## src/rtl/uart_tx_drain.sv

```systemverilog
// Drains a first-word-fall-through byte FIFO onto an 8N1 serial line.
// A waiting byte is popped on the final stop-bit cycle, so consecutive frames have no idle gap.
module uart_tx_drain #(
  parameter int CLKS_PER_BIT = 868
) (
  input  logic       clk,
  input  logic       rst,
  input  logic       fifo_empty,
  input  logic [7:0] fifo_rdata,
  output logic       fifo_rd,
  output logic       tx,
  output logic       busy
);

  typedef enum logic [1:0] {IDLE, START, DATA, STOP} state_t;

  localparam logic [15:0] LAST_TICK = 16'(CLKS_PER_BIT - 1);

  state_t      state;
  logic [15:0] bit_timer;
  logic [2:0]  bit_cnt;
  logic [7:0]  shift;
  logic        bit_done;

  assign bit_done = (bit_timer == LAST_TICK);

  // A byte is only taken when a frame can begin immediately: from IDLE or on the last stop cycle.
  assign fifo_rd = !rst && !fifo_empty &&
                   ((state == IDLE) || ((state == STOP) && bit_done));

  assign busy = (state != IDLE);

  always_ff @(posedge clk) begin
    if (rst) begin
      state     <= IDLE;
      tx        <= 1'b1;
      bit_timer <= '0;
      bit_cnt   <= '0;
      shift     <= '0;
    end else begin
      unique case (state)
        IDLE: begin
          bit_timer <= '0;
          tx        <= 1'b1;
          if (fifo_rd) begin
            shift <= fifo_rdata;
            tx    <= 1'b0;
            state <= START;
          end
        end

        START: begin
          if (bit_done) begin
            bit_timer <= '0;
            bit_cnt   <= '0;
            tx        <= shift[0];
            state     <= DATA;
          end else begin
            bit_timer <= bit_timer + 16'd1;
          end
        end

        // tx is loaded one bit ahead so the line value comes straight from a flop.
        DATA: begin
          if (bit_done) begin
            bit_timer <= '0;
            if (bit_cnt == 3'd7) begin
              tx    <= 1'b1;
              state <= STOP;
            end else begin
              bit_cnt <= bit_cnt + 3'd1;
              shift   <= {1'b0, shift[7:1]};
              tx      <= shift[1];
            end
          end else begin
            bit_timer <= bit_timer + 16'd1;
          end
        end

        STOP: begin
          if (bit_done) begin
            bit_timer <= '0;
            if (fifo_rd) begin
              shift <= fifo_rdata;
              tx    <= 1'b0;
              state <= START;
            end else begin
              tx    <= 1'b1;
              state <= IDLE;
            end
          end else begin
            bit_timer <= bit_timer + 16'd1;
          end
        end

        default: begin
          state <= IDLE;
          tx    <= 1'b1;
        end
      endcase
    end
  end

endmodule

```

## config.mk

```make
export PLATFORM = sky130hd
export DESIGN_NAME = uart_tx_drain
export DESIGN_NICKNAME = d
export VERILOG_FILES = /design/src/rtl/uart_tx_drain.sv
export SDC_FILE = /design/constraint.sdc
export NUM_CORES = 1
export LEC_CHECK = 0
export CAP_MARGIN = 25
export CORE_MARGIN = 4
export CORE_UTILIZATION = 35
export DETAILED_ROUTE_END_ITERATION = 10
export PLACE_DENSITY = 0.57
export SYNTH_ARGS = -nofsm -noshare
export SYNTH_HDL_FRONTEND = slang
export SYNTH_SLANG_ARGS = --single-unit
```

## constraint.sdc

```tcl
create_clock -name clk -period 4.3 [get_ports clk]
set_input_delay 0.43 -clock clk [delete_from_list [all_inputs] [get_ports clk]]
set_output_delay 0.43 -clock clk [all_outputs]
set_load 0.01 [all_outputs]
```

==> metrics, run 1 <==
status=completed; dpl cell area=0.00176 mm²; GP Congestion=0.829; Critical R2R Capture=shift[2]; largest net degree at the start of global routing=17; gr usage total=13.1%; CP max stage delay=0.72 ns; Fmax=334 MHz; Layout Nets=206; clk buf depth=2; First-pass DRT Iterations=4; final worst-path cycle share=69.6%; fraction of layout cells with a size suffix above 1=8.60%; post-synthesis sequential area ratio=a little under two fifths; Top-Level Pins=14; pwr dens=515 mW/mm²; final hold vios=0; final core occ=roughly 43%; initial antenna violation count=0; DR DRC count=0; Async SR Flop Fraction=0%; 1st-iter DRT viols=47; port buffer count=13; Routed WL=3170 µm; Least-Margin Pin Slew=0.708 ns; crit path DAT=2.56 ns; type of the most critical hold path=reg2reg; Worst Setup End Kind=output pin; FF/Latch Area=601 µm²; std cell rows=24; synthesized area=0.00160 mm²; crit-path max FO=16; Mapped Cells=roughly 170; Die Width=about 76 µm; worst r2r src=state[0]; Vias/cell=5.36; Worst Hold Launch=bit_timer[0]; most frequent cells in the layout=dfxtp_1, nor2_1, clkdlybuf4s50_1; CTS Sinks=30; Ys Warns=0; global-route wire length before repair=5750 µm; Seq cells post-synth=30; DR vias=1,276; setup slack on the worst flop-to-flop path=1.79 ns; Finished Cell Area=around 0.0019 mm²; hold path endpoint=bit_timer[0]; Data required, critical path=3.87 ns; Slowest-stage cell, CP=clkdlybuf4s50_1; Initial Util=36.5%; multi-input logic area=937 µm²; CTS tree=done; fill count=roughly 440; Cell variety after synth=39; CP bufs+invs=2; Power, Total=~960 µW; core area=~0.0044 mm²; Post-Syn Nets=192; Setup Skew=0.00630 ns; RSZ-0062 raised after global routing=false; Slew Limit Fails=0; Crit path top cell by count=clkdlybuf4s50_1; # resized after CTS=0; vias in the first global route=~1,300; critical path class=in2out; Synth-to-Final Area Change=16.8%; Slew Limit Headroom=52.8%; worst skew pair latency=0.27 ns; DP Wirelength=2400 µm; Final min period=2.99 ns; Max-Cap Viols=0; CP cell instances=clkdlybuf4s50_1, nor2_1, nand2_1, o21ai_0, clkdlybuf4s50_1; Root Driver=clkbuf_8; final setup fails=0; CTS Buf Count=5; Top FF cell, synth=dfxtp_1; Leak Pwr=approximately 0.64 nW; H-tree Lvls=2; die area=0.00571 mm²; startpoint types=primary input; # hold bufs at CTS=0; Synth Area per Inst=9.30 µm²; post-DR wirelength/cell=13.3 µm; gr ovfl total=0; maximum ir drop on the vdd rail=246 µV; post-CTS setup buffers=0; hold depth=1; Worst R2R Path Depth=6; Post-synth EDFFs=0; critical path's top delay family=buffers and inverters; most common cell after layout, fill and taps aside=dfxtp_1; clock slew at reported path FFs=0.06 ns; sum of negative setup slack=0 ns; Detail Route Antenna Nets=0; ant diodes=0; die height=75.6 µm
metal layers:
layer,global-route usage (%),wire (µm)
met1,14.4,1360
met2,23.7,1700
met3,3.96,82
met4,4.66,23
met5,0,0
cell type report:
type                            instances  share of cell area [%]
Clock inverter                          1                    1.61
Sequential cell                        30                    32.2
Clock buffer                            6                    4.42
Tap cell                               52                    3.48
Multi-Input combinational cell        130                    50.2
Inverter                                6                    1.21
Timing Repair Buffer                   13                    6.97
synthesized netlist by cell type, types with 5 or more instances:
cell / n / area share [%]
nor2_1: 22 / 5.2
inv_1: 6 / 1.4
xnor2_1: 11 / 6.0
nand2_1: 9 / 2.1
nand3_1: 6 / 1.9
a311oi_1: 6 / 3.3
ha_1: 9 / 7.0
mux2i_1: 8 / 5.0
dfxtp_1: 30 / 38
o21ai_0: 8 / 2.5
nor3_1: 5 / 1.6
and3_1: 6 / 2.3
a21oi_1: 11 / 3.4
metrics by stage:
stage | setup slack, ns | cells | hold WS [ns]
final | 1.31 | 238 | 0.462
after global routing | 1.18 | 238 | 0.500
after global placement | 1.48 | 231 | 0.445
after floorplan | 2.36 | 172 | 0.430
after detailed placement | 1.33 | 231 | 0.452
after CTS | 1.32 | 238 | 0.467
logic make-up after synthesis:
kind of cell | share of synthesized area (%)
XOR/XNOR | 6.57
flip-flops | 37.6
adder cells (fa/ha/maj) | 7.04
buffers and inverters | 3.83
AO/OA/AOI/OAI | 17.6
multiplexers | 5.01
AND/OR/NAND/NOR | 22.4
where the power goes:
part	switching (mW)	total [mW]	internal, mW
Clock	0.104	0.290	0.185
Sequential	0.0303	0.354	0.323
Combinational	0.180	0.318	0.138
how the worst max path moves through the flow:
| stage | from | end | slack (ns) | depth (start not counted) |
|---|---|---|---|---|
| finish | rst | fifo_rd | 1.31 | 5 |
| global route | rst | fifo_rd | 1.18 | 5 |
| CTS | rst | fifo_rd | 1.32 | 5 |
| detailed placement | rst | fifo_rd | 1.33 | 5 |
| global placement | rst | fifo_rd | 1.48 | 5 |
| floorplan | state[0] | shift[7] | 2.36 | 7 |
sequential cells by signal, indices dropped and copies added (netlist names):
| signal | flops |
|---|---|
| bit_cnt | 3 |
| bit_timer | 16 |
| state | 2 |
| tx | 1 |
| shift | 8 |
Power figures use the tool's default switching activity.
==> run 2, diff against run 1 <==
clock period = 2.9 ns   (was 4.3 ns; I/O delays follow)
==> run 2 against run 1 <==
Wire length increased by 0.35%. Cell area is 0.80% lower. Register-to-register slack worse by 1.2 ns. Die area unchanged. Combinational power is 51% higher. Clock skew shrank 0.0046 ns. Flip-flop and latch count did not move. Setup slack worse by 1.0 ns. Cell count is 0.42% higher. Critical path type is now reg2out. Largest cell class unchanged.
==> metrics, run 2 (synthesized netlist as in run 1, its figures left out) <==
status=completed; Fmax=383 MHz; Leak Pwr=0.641 nW; type of the most critical hold path=reg2reg; Routed WL=between 3000 and 4000 µm; DR vias=1,282; maximum ir drop on the vdd rail=around 370 µV; final hold vios=0; std cell rows=24; Slew Limit Fails=0; Worst Setup End Kind=output pin; RSZ-0062 raised after global routing=false; crit path DAT=2.32 ns; CP max stage delay=0.60 ns; critical path class=reg2out; DR DRC count=0; Slew Limit Headroom=54.2%; Root Driver=clkbuf_8; Least-Margin Pin Slew=0.687 ns; pwr dens=719 mW/mm²; Worst Hold Launch=bit_timer[0]; Final min period=2.61 ns; GP Congestion=0.854; gr usage total=between 10 and 15%; die area=0.00571 mm²; Data required, critical path=2.61 ns; # resized after CTS=0; Worst Setup SP=bit_timer[0]; Synth-to-Final Area Change=15.9%; First-pass DRT Iterations=4; worst skew pair latency=0.27 ns; clock slew at reported path FFs=0.06 ns; Max-Cap Viols=0; Power, Total=1.33 mW; Initial Util=36.5%; largest net degree at the start of global routing=17; Setup Skew=0.00167 ns; Vias/cell=around 5.4; fraction of layout cells with a size suffix above 1=9.09%; CTS tree=done; core area=0.00438 mm²; die height=75.6 µm; final setup fails=0; CP cell instances=ha_1, nor3b_2, nand4_4, o21ai_0, clkdlybuf4s50_1; vias in the first global route=1,227; final worst-path cycle share=around 90%; most frequent cells in the layout=dfxtp_1, nor2_1, clkdlybuf4s50_1; Detail Route Antenna Nets=0; biggest regs=bit_timer: 16 flops, shift: 8 flops, bit_cnt: 3 flops; CTS Buf Count=5; startpoint types=flip-flop; port buffer count=13; Top-Level Pins=14; H-tree Lvls=2; Die Width=75.6 µm; clk buf depth=2; post-DR wirelength/cell=13.3 µm; sum of negative setup slack=0 ns; ant diodes=0; Worst R2R Path Depth=6; post-CTS setup buffers=0; fill count=~440; # hold bufs at CTS=0; CTS Sinks=30; initial antenna violation count=0; most common cell after layout, fill and taps aside=dfxtp_1; hold depth=1; worst r2r src=bit_timer[0]; Slowest-stage cell, CP=clkdlybuf4s50_1; Top reg by flops=bit_timer; gr ovfl total=0; max FFs per register=16; global-route wire length before repair=5520 µm; 1st-iter DRT viols=55; DP Wirelength=2380 µm; Layout Nets=208; crit-path max FO=14
-- run 2: changes by cell type in the layout (fill, tap and decap cells not counted), sizes merged --
cell    before  now
bufinv       1    0
buf          0    2
-- run 2: layout make-up --
cell class	count	area [µm²]	area share, %
timing repair buffer	15	145	7.83
inverter	6	22.5	1.22
multi-input combinational	130	937	50.6
tap	52	65.1	3.51
sequential	30	601	32.4
clock buffer	6	82.6	4.46
-- run 2: worst paths after layout --
path                                      to  slack [ns]
worst max-delay path                 fifo_rd        0.29
worst min-delay path            bit_timer[0]        0.46
worst max register to register      shift[2]        0.60
worst min register to register  bit_timer[0]        0.46
-- run 2: per-layer routing --
layer / share of wire, % / GRT usage, % / up-vias
met2: 48 / 19.8 / 17
met5: 0 / 0 / -
li1: - / - / 652
met3: 3.0 / 3.56 / 6
met4: 1.9 / 6.02 / 0
met1: 47 / 15.9 / 607
-- run 2: metrics by stage --
stage                     hold slack [ns]  util (%)  setup slack [ns]  area (µm²)  std cells
after floorplan                     0.362         -             0.957        1600        172
after global placement              0.444      40.4             0.639        1770        233
after detailed placement            0.453      40.4             0.584        1770        233
after CTS                           0.467      42.3             0.276        1850        239
after global routing                0.504      42.3            0.0935        1850        239
final                               0.463      42.3             0.290        1850        239
-- run 2: worst max-delay path, delay by kind of cell, from the launching register on --
family | cells | cell delay [ns]
AO/OA/AOI/OAI | 1 | 0.33
AND/OR/NAND/NOR | 2 | 0.50
adder cells (fa/ha/maj) | 1 | 0.24
flip-flops | 1 | 0.37
buffers and inverters | 1 | 0.60
-- run 2: report_power, final --
group	switching [mW]	internal [mW]	total, mW
clock	0.144	0.183	0.327
sequential	0.0448	0.480	0.524
combinational	0.272	0.208	0.480
total	0.461	0.871	1.33
==> run 3, diff against run 2 <==
SLEW_MARGIN = 15   (was default)
==> results of run 3 <==
Final layout, timing and power as in run 2 (identical DEF).
